===== src/rtl/tqvp_vga_frame_monitor_pkg.sv =====
// Shared constants and types for the VGA frame monitor peripheral.
// Latency: n/a (declarations only).
// Backpressure: n/a.
package tqvp_vga_frame_monitor_pkg;

   // Counter widths
   localparam int H_W     = 16;
   localparam int L_W     = 12;
   localparam int FC_W    = 16;
   localparam int PROBE_W = 11;

   // Register map (byte addresses on the TinyQV peripheral bus)
   localparam logic [5:0] MON_CTRL        = 6'h00;
   localparam logic [5:0] MON_STATUS      = 6'h04;
   localparam logic [5:0] MON_HPERIOD     = 6'h08;
   localparam logic [5:0] MON_VLINES      = 6'h0C;
   localparam logic [5:0] MON_FRAME_COUNT = 6'h10;
   localparam logic [5:0] MON_FRAME_SUM   = 6'h14;
   localparam logic [5:0] MON_PROBE_XY    = 6'h18;
   localparam logic [5:0] MON_PROBE_PIX   = 6'h1C;

   // CTRL bit positions
   localparam int CTRL_EN        = 0;
   localparam int CTRL_IE_FRAME  = 1;
   localparam int CTRL_IE_CHANGE = 2;

   // STATUS bit positions
   localparam int ST_FRAME_DONE    = 0;
   localparam int ST_TIMING_CHANGE = 1;
   localparam int ST_PROBE_VALID   = 2;

   // Captured probe pixel as it appears in PROBE_PIX
   typedef struct packed {
      logic       vld;
      logic [5:0] rgb;
   } probe_pix_t;

   // One step of the frame signature: rotate left by one, fold in the pixel
   function automatic logic [31:0] sig_step(input logic [31:0] acc, input logic [5:0] rgb);
      return {acc[30:0], acc[31]} ^ {26'b0, rgb};
   endfunction

endpackage


===== src/rtl/tqvp_vga_frame_monitor_sync_measure.sv =====
// Sync edge detection, line/frame geometry counters and timing-change detection.
// Latency: measured values update one cycle after the sampled sync edge; edge flags are combinational.
// Backpressure: none; consumes one pixel per cycle unconditionally.
module vga_sync_measure
   import tqvp_vga_frame_monitor_pkg::*;
(
   input  logic           i_clk,
   input  logic           i_rst,
   input  logic           i_en,
   input  logic           i_hsync,
   input  logic           i_vsync,
   output logic           o_vs_rise,
   output logic [H_W-1:0] o_h_cnt,
   output logic [L_W-1:0] o_l_cnt,
   output logic [H_W-1:0] o_hperiod,
   output logic [L_W-1:0] o_vlines,
   output logic           o_change
);
   logic           r_hs_prev, r_vs_prev;
   logic [H_W-1:0] r_h_cnt, r_hperiod;
   logic [L_W-1:0] r_l_cnt, r_vlines;
   logic           w_hs_rise, w_vs_rise;

   assign w_hs_rise = i_hsync & ~r_hs_prev;
   assign w_vs_rise = i_vsync & ~r_vs_prev;

   // A differing new measurement only counts as a change once a real (nonzero) one exists
   assign o_change = i_en & ((w_hs_rise & (r_hperiod != '0) & (r_h_cnt != r_hperiod)) |
                             (w_vs_rise & (r_vlines != '0) & (r_l_cnt != r_vlines)));

   assign o_vs_rise = w_vs_rise;
   assign o_h_cnt   = r_h_cnt;
   assign o_l_cnt   = r_l_cnt;
   assign o_hperiod = r_hperiod;
   assign o_vlines  = r_vlines;

   // Previous sync levels track the input regardless of enable, so enabling never fakes an edge
   always_ff @(posedge i_clk) begin
      if (i_rst) begin
         r_hs_prev <= 1'b0;
         r_vs_prev <= 1'b0;
      end else begin
         r_hs_prev <= i_hsync;
         r_vs_prev <= i_vsync;
      end
   end

   // Pixel and line counters with period/line-count latching on sync rises
   always_ff @(posedge i_clk) begin
      if (i_rst) begin
         r_h_cnt   <= '0;
         r_hperiod <= '0;
         r_l_cnt   <= '0;
         r_vlines  <= '0;
      end else if (i_en) begin
         if (w_hs_rise) begin
            r_hperiod <= r_h_cnt;
            r_h_cnt   <= H_W'(1);
         end else if (r_h_cnt != '1) begin
            r_h_cnt <= r_h_cnt + H_W'(1);
         end

         if (w_vs_rise) begin
            r_vlines <= r_l_cnt;
            r_l_cnt  <= w_hs_rise ? L_W'(1) : '0;
         end else if (w_hs_rise && (r_l_cnt != '1)) begin
            r_l_cnt <= r_l_cnt + L_W'(1);
         end
      end
   end

endmodule


===== src/rtl/tqvp_vga_frame_monitor.sv =====
// TinyQV responder measuring an incoming PMOD VGA stream: timing, frame signature, pixel probe, IRQ.
// Latency: state updates one cycle after the sampled pixel; register reads are combinational.
// Backpressure: none; data_ready is tied high and every pixel is consumed.
module tqvp_vga_frame_monitor
   import tqvp_vga_frame_monitor_pkg::*;
(
   input  logic        clk,
   input  logic        rst,
   input  logic [7:0]  ui_in,
   output logic [7:0]  uo_out,
   input  logic [5:0]  address,
   input  logic [31:0] data_in,
   input  logic [1:0]  data_write_n,
   input  logic [1:0]  data_read_n,
   output logic [31:0] data_out,
   output logic        data_ready,
   output logic        user_interrupt
);
   logic               w_en, w_wr, w_vs_rise, w_change, w_probe_hit, w_unused;
   logic [5:0]         w_rgb;
   logic [H_W-1:0]     w_h_cnt, w_hperiod;
   logic [L_W-1:0]     w_l_cnt, w_vlines;

   logic [2:0]         r_ctrl;
   logic               r_frame_done, r_timing_change;
   logic [FC_W-1:0]    r_frame_count;
   logic [31:0]        r_acc, r_frame_sum;
   logic [PROBE_W-1:0] r_probe_x, r_probe_y;
   probe_pix_t         r_probe;

   assign w_en     = r_ctrl[CTRL_EN];
   assign w_wr     = (data_write_n != 2'b11);
   assign w_rgb    = ui_in[5:0];
   assign w_unused = &{1'b0, data_read_n, data_in[31:27], data_in[15:11]};

   assign uo_out     = 8'h00;
   assign data_ready = 1'b1;

   vga_sync_measure u_sync (
      .i_clk     (clk),
      .i_rst     (rst),
      .i_en      (w_en),
      .i_hsync   (ui_in[6]),
      .i_vsync   (ui_in[7]),
      .o_vs_rise (w_vs_rise),
      .o_h_cnt   (w_h_cnt),
      .o_l_cnt   (w_l_cnt),
      .o_hperiod (w_hperiod),
      .o_vlines  (w_vlines),
      .o_change  (w_change)
   );

   // The frame-boundary cycle belongs to no frame, so it never captures a probe pixel
   assign w_probe_hit = w_en & ~w_vs_rise & ~r_probe.vld &
                        (w_h_cnt == H_W'(r_probe_x)) & (w_l_cnt == L_W'(r_probe_y));

   // Software-written configuration
   always_ff @(posedge clk) begin
      if (rst) begin
         r_ctrl    <= '0;
         r_probe_x <= '0;
         r_probe_y <= '0;
      end else if (w_wr) begin
         if (address == MON_CTRL) r_ctrl <= data_in[2:0];
         if (address == MON_PROBE_XY) begin
            r_probe_x <= data_in[10:0];
            r_probe_y <= data_in[26:16];
         end
      end
   end

   // Sticky status flags: W1C from software, hardware set takes priority
   always_ff @(posedge clk) begin
      if (rst) begin
         r_frame_done    <= 1'b0;
         r_timing_change <= 1'b0;
      end else begin
         r_frame_done    <= (r_frame_done & ~(w_wr & (address == MON_STATUS) & data_in[ST_FRAME_DONE]))
                            | (w_en & w_vs_rise);
         r_timing_change <= (r_timing_change & ~(w_wr & (address == MON_STATUS) & data_in[ST_TIMING_CHANGE]))
                            | w_change;
      end
   end

   // Frame signature and frame counter, latched at each vsync rise
   always_ff @(posedge clk) begin
      if (rst) begin
         r_acc         <= '0;
         r_frame_sum   <= '0;
         r_frame_count <= '0;
      end else if (w_en) begin
         if (w_vs_rise) begin
            r_frame_sum   <= r_acc;
            r_acc         <= {26'b0, w_rgb};
            r_frame_count <= r_frame_count + FC_W'(1);
         end else begin
            r_acc <= sig_step(r_acc, w_rgb);
         end
      end
   end

   // Pixel probe: first hit per frame; re-armed by a new frame or a new position
   always_ff @(posedge clk) begin
      if (rst) begin
         r_probe <= '0;
      end else if (w_wr && (address == MON_PROBE_XY)) begin
         r_probe.vld <= 1'b0;
      end else if (w_en && w_vs_rise) begin
         r_probe.vld <= 1'b0;
      end else if (w_probe_hit) begin
         r_probe.vld <= 1'b1;
         r_probe.rgb <= w_rgb;
      end
   end

   assign user_interrupt = (r_frame_done & r_ctrl[CTRL_IE_FRAME]) |
                           (r_timing_change & r_ctrl[CTRL_IE_CHANGE]);

   // Combinational read mux; unmapped addresses read zero
   always_comb begin
      data_out = 32'h0;
      case (address)
         MON_CTRL:        data_out = {29'b0, r_ctrl};
         MON_STATUS:      data_out = {29'b0, r_probe.vld, r_timing_change, r_frame_done};
         MON_HPERIOD:     data_out = {16'b0, w_hperiod};
         MON_VLINES:      data_out = {20'b0, w_vlines};
         MON_FRAME_COUNT: data_out = {16'b0, r_frame_count};
         MON_FRAME_SUM:   data_out = r_frame_sum;
         MON_PROBE_XY:    data_out = {5'b0, r_probe_y, 5'b0, r_probe_x};
         MON_PROBE_PIX:   data_out = {25'b0, r_probe};
         default:         data_out = 32'h0;
      endcase
   end

endmodule


===== config.mk =====
export PLATFORM = sky130hd
export DESIGN_NAME = tqvp_vga_frame_monitor
export DESIGN_NICKNAME = d
export VERILOG_FILES = /design/src/rtl/tqvp_vga_frame_monitor_pkg.sv /design/src/rtl/tqvp_vga_frame_monitor_sync_measure.sv /design/src/rtl/tqvp_vga_frame_monitor.sv
export SDC_FILE = /design/constraint.sdc
export NUM_CORES = 1
export LEC_CHECK = 0
export ABC_AREA = 1
export BUFFER_PORTS_ARGS = -buffer_cell sky130_fd_sc_hd__buf_2
export CAP_MARGIN = 0
export CORE_MARGIN = 2
export CORE_UTILIZATION = 47
export CTS_CLUSTER_DIAMETER = 30
export CTS_CLUSTER_SIZE = 20
export DETAILED_ROUTE_END_ITERATION = 8
export GPL_ROUTABILITY_DRIVEN = 1
export PLACE_DENSITY = 0.79
export SKIP_CTS_REPAIR_TIMING = 1
export SYNTH_ARGS = -nofsm -noshare
export SYNTH_HDL_FRONTEND = slang
export SYNTH_SLANG_ARGS = --single-unit

===== constraint.sdc =====
create_clock -name clk -period 1.56 [get_ports clk]
set_input_delay 0.078 -clock clk [delete_from_list [all_inputs] [get_ports clk]]
set_output_delay 0.078 -clock clk [all_outputs]
set_load 0.02 [all_outputs]

; ---- After elaboration in Yosys (flattened, before gate mapping)
; Cells that the tools add are included.
[classes]
add_sub_neg = 3
eq_ne = 14
mux = 7
bitwise = 32
reduce_logical = 16
[ops]
columns = op, count
row1 = one-hot mux 32 bit (8 select lines), 1
row2 = adder 16 x 1 -> 16 bit (second input constant), 2
row3 = two-way mux 16 bit, 2
row4 = two-way mux 32 bit, 1
row5 = XOR 32 x 6 -> 32 bit, 1
row6 = equality test 6 x 5 -> 1 bit (second input constant), 4
row7 = two-way mux 12 bit, 2
row8 = AND 1 bit, 19
row9 = equality test 16 x 11 -> 1 bit, 1
row10 = inequality test 16 bit, 1
row11 = inequality test 16 bit (second input constant), 1
row12 = nonzero test 16 bit, 1
row13 = adder 12 x 1 -> 12 bit (second input constant), 1
row14 = equality test 12 x 11 -> 1 bit, 1
row15 = equality test 6 x 4 -> 1 bit (second input constant), 2
row16 = inequality test 12 bit, 1
row17 = inequality test 12 bit (second input constant), 1
row18 = AND reduction 2 bit, 6
row19 = nonzero test 12 bit, 1
row20 = inverter 1 bit, 8
row21 = equality test 6 x 3 -> 1 bit (second input constant), 1
row22 = zero test 6 bit, 1
row23 = bitwise OR 1 bit, 4
row24 = nonzero test 2 bit, 2
row25 = 5 further kinds, 7
[word_totals]
reg_bits = 172
output_inout_bits = 42

; ---- Depth between registers and ports, before layout
[logic_depth]
word_depth = 8
mapped_depth = 13
ltp_nobuf = 12

; ---- By module
; From an unflattened synthesis, not the netlist that was laid out.
[unflattened]
cells_unflattened = 1326
hier_area_um2 = 8836.0
[modules_own_cells]
columns = mod, instances, cells_each, area_per_inst_um2
row1 = tqvp_vga_frame_monitor, 1, 806, 5562.8
row2 = vga_sync_measure, 1, 520, 3273.1

; ---- Worst setup path before layout
; OpenSTA, ideal clock, no wires.
[synth_path]
kind = register to register
from = register u_sync.r_h_cnt[1], in the netlist u_sync.o_h_cnt[1]
to = register u_sync.r_h_cnt[13], in the netlist u_sync.o_h_cnt[13]
arrival_time_ps = 1575
required_ps = 1429
slack_ps = -146
path_stages_with_launch = 12
n_path_buf = 1
path_cell_list = dfxtp_1 ha_1 nand2_1 nor3_4 nand2_2 nor2_4 nand2_2 nand2_4 buf_12 nor2_1 a21oi_2 nor2_1
[synth_via]
elab_chain_cells = 3
[synth_rtl]
columns = item, line
row1 = from (decl), tqvp_vga_frame_monitor_sync_measure.sv:20  ; logic [H_W-1:0] r_h_cnt, r_hperiod;
row2 = from (signal assigned), tqvp_vga_frame_monitor_sync_measure.sv:60  ; r_h_cnt <= r_h_cnt + H_W'(1);
row3 = adder 16 x 1 -> 16 bit / inequality test 16 bit (equally long branches), "tqvp_vga_frame_monitor_sync_measure.sv:60, tqvp_vga_frame_monitor_sync_measure.sv:59"
row4 = two-way mux 16 bit / nonzero test 2 bit (equally long branches), n/a
row5 = two-way mux 16 bit / AND reduction 2 bit (equally long branches), n/a
; Parallel ways exist; a longest one is shown, timed or not. The select of a mux whose other input is x is not followed.
; A chain may end at the register's enable or synchronous reset.

; ---- Final worst setup path
[layout_path]
from = register r_ctrl[0]
to = output data_out[0]
[layout_via]
elab_chain_cells = 1
[layout_rtl]
columns = item, line
row1 = from (decl), tqvp_vga_frame_monitor.sv:24  ; logic [2:0] r_ctrl;
row2 = from (signal assigned), tqvp_vga_frame_monitor.sv:64  ; if (address == MON_CTRL) r_ctrl <= data_in[2:0];
row3 = one-hot mux 32 bit (8 select lines), tqvp_vga_frame_monitor.sv:122  ; case (address)
row4 = to (decl), tqvp_vga_frame_monitor.sv:15  ; output logic [31:0] data_out,
; No other way between the ends.

==> reports/results.txt <==
Initial core utilization: 48.1%
Setup TNS: -1290 ps
Dpl ws: -87.2 ps
Total internal power: 6.78 mW
Post-Syn Area per Cell: 6.68 um^2
WS Path Type: reg2out
CTS tree: yes
Top cell type's share of synthesized area: 39.6%
Register Area: 3500 um^2
Startpoint Class: flop
CORE AREA: 18,100 um^2
Critical path launch point: r_ctrl[0]$_SDFFE_PP0P_
EDFF count, synth: 0
R2r startpoint: u_sync.o_l_cnt[0]$_SDFFE_PP0P_
Worst Hold Path Cells: 3
Register area share after synthesis: 39.6%
Reg power frac: 47.9%
Synth unique cells: 43
First-pass GRT wire length: 44.6 mm
CP Capture Type: output port
Reg clk slew, reported paths: 70 ps
Hold WS: -45.5 ps
Largest net degree at the start of global routing: 45
Max-Cap Viols: 0
DRC: 4
Final clock skew: 9.56 ps
HPWL after detailed placement: 21.3 mm
Port Buffers: 72
DRT iter0 DRCs: 1,112
Worst vdd ir: 0.820 mV
Unrepaired setup endpoints after global routing: true
CTS Sinks: 172
DRT antenna net count: 0
Ys Warns: 0
Post-route worst setup slack: -119 ps
Clock Path Buffers: 2
Comb pwr share: 5.7%
Total track usage: 29.0%
Status: complete, but fails checks
Worst hold path class: in2reg
Yosys top cell by area: dfxtp_1
Mapped Area: 8700 um^2
Post-Synthesis Cells: 1,302
Layout cells sized above 1: 27.7%
Final setup violation count: 25
Num rows: 49
Drt first pass iters: 8
Slowest stage cell, crit path: dfxtp_4
Die ar.: 19,600 um^2
Worst reg2reg path depth: 8
WL per Instance: 17.7 um
Synth top area cells: dfxtp_1 (40%), nand2_1 (13%), a21oi_1 (7.3%)
RD Place Congestion: 1.00
CTS root buf: clkbuf_16
Slew Limit Fails: 0
Multi-input logic area: 4820 um^2
H-tree levels: 4
Final period utilization: 108%
Hold_sp: data_in[9]
CTS buffer count: 17
Failing checks: DRC, hold timing, setup timing
Worst-Skew Late Latency: 450 ps
CP Cell Sequence: inv_8, buf_8, o22ai_2, nor2_1, o2111ai_2, buf_6
Max transition margin: 60.4%
WP data required: 1480 ps
Vias: 9,775
Cell Area, Placed: 10,000 um^2
Final std cells w/o fill: 1,737
Pleak: 5.00 nW
Clock power share: 46.4%
Sw Share: 26.5%
Asr flop ratio synth: 0%
Die Y: 140 um
Grt ovf: 0
Fillers: 1,480
Initial antenna violation count: 0
#FFs+latches synth: 172
Fin crit period: 1680 ps
Critical Path AT: 1600 ps
Total Wirelength: 30.7 mm
Critical Path Max Stage Delay: 370 ps
Fmax: 596 MHz
Antenna diodes: 0
Design Area, Final: 11,700 um^2
Placed insts: 1,662
Worst-Margin Slew: 594 ps
Top FF cell, synth: dfxtp_1
Final Net Count: 1,550
Die X: 140 um
P_sw: 2.44 mW
Io pins: 94
Layout area overhead: 34.1%
Power Density: 791 nW/um^2
Vias in the first global route: 8,599
Final hold violation count: 4
Via density: 5.63
Worst-path fanout max: 5
cell usage in the layout, fill, tap and decap left out, types with 5 or more instances in the layout:
master,synthesis,final
dfxtp_1,172,144
inv_8,0,5
nand3_1,29,23
xor2_1,5,5
inv_2,5,21
conb_1,2,9
nor2_4,5,7
o221ai_1,16,12
dfxtp_2,0,20
nand3_2,0,6
buf_4,12,123
nand2_2,7,25
nor2_2,3,15
a21oi_1,127,116
o22ai_1,18,12
nand2_1,310,285
xnor2_2,0,5
dlygate4sd3_1,0,20
nor3_1,21,17
buf_2,7,64
xnor2_1,20,15
buf_12,1,6
o21ai_2,1,7
clkinv_8,0,5
nand2_4,1,7
o22ai_2,0,6
buf_6,1,15
a21oi_2,5,15
dfxtp_4,0,8
nand4_1,25,25
nor2_1,154,140
o21ai_1,0,5
o21ai_0,118,107
inv_1,161,141
clkbuf_16,0,19
cells in the mapped netlist, types with 2 or more instances:
master       n
xnor2_1     20
o2111ai_1    5
a21oi_2      5
conb_1       2
and2_1       2
nor2_1     154
a22oi_1      7
nor2_4       5
nor2_2       3
nand3_1     29
nand4_1     25
inv_2        5
dfxtp_1    172
o21ai_0    118
buf_4       12
clkinv_1     2
nor3_1      21
ha_1         3
nand2_1    310
buf_1        5
o22ai_1     18
xor2_1       5
nand2_2      7
buf_2        7
a21oi_1    127
nor4_1       2
clkbuf_1    39
inv_1      161
o221ai_1    16
nand3b_1     2
metal layers:
layer	track usage [%]	routed length, um
met1	37.3	12600
met2	46.5	14300
met3	6.29	2300
met4	14.0	1490
met5	0	0
through the flow:
| step | total power, mW | util [%] | hold WS [ps] |
|---|---|---|---|
| 2_1_floorplan | 4.78 | - | 203 |
| 3_3_place_gp | 4.95 | 55.3 | 304 |
| 3_5_place_dp | 4.96 | 55.3 | 308 |
| 4_1_cts | 9.14 | 58.6 | -152 |
| 5_1_grt | 9.45 | 64.5 | 1.53 |
| 6_report | 9.22 | 64.5 | -45.5 |
power groups by stage:
stage / combinational, mW / sequential [mW] / clock (mW)
after global routing: 0.568 / 4.42 / 4.47
after global placement: 0.427 / 4.53 / 0
after CTS: 0.434 / 4.43 / 4.28
final: 0.527 / 4.41 / 4.28
after floorplan: 0.259 / 4.52 / 0
after detailed placement: 0.432 / 4.53 / 0
critical path: cells and delay by family, from the launching register on:
family,cells,cell delay [ps]
simple gates,1,130
compound gates,2,250
flops,1,370
buf+inv,3,400
path summary, 6_finish.rpt:
check / end / slack, ps
max reg2reg: u_sync.o_l_cnt[9]$_SDFFE_PP0P_ / -110
max: data_out[0] / -120
min: r_probe_x[9]$_SDFFE_PP0P_ / -50
min reg2reg: r_frame_sum[11]$_SDFFE_PP0P_ / 450
registers in the layout, indices dropped and copies added, names as in the netlist:
name,count
u_sync.r_hs_prev,1
r_probe_x,11
r_frame_count,16
r_probe_y,11
u_sync.o_vlines,12
u_sync.r_vs_prev,1
r_frame_done,1
r_frame_sum,32
r_ctrl,3
u_sync.o_hperiod,16
r_acc,32
r_timing_change,1
u_sync.o_h_cnt,16
r_probe,7
u_sync.o_l_cnt,12
kinds of logic after synthesis:
family / Yosys count / share of synthesized area (%)
other cells: 2 / 0.0864
simple gates: 567 / 27.5
compound gates: 299 / 18.9
flops: 172 / 39.6
xor+xnor: 25 / 2.52
buf+inv: 234 / 11.0
fa+ha+maj: 3 / 0.432
cell type report:
| type | instances | share of cell area (%) |
|---|---|---|
| Clock inverter | 14 | 1.35 |
| Inverter | 168 | 5.65 |
| Timing Repair Buffer | 231 | 15.4 |
| Tap cell | 229 | 2.46 |
| Multi-Input combinational cell | 905 | 41.4 |
| Clock buffer | 18 | 3.77 |
| Sequential cell | 172 | 30.0 |
Note: power is estimated with default switching activity, not from simulation.
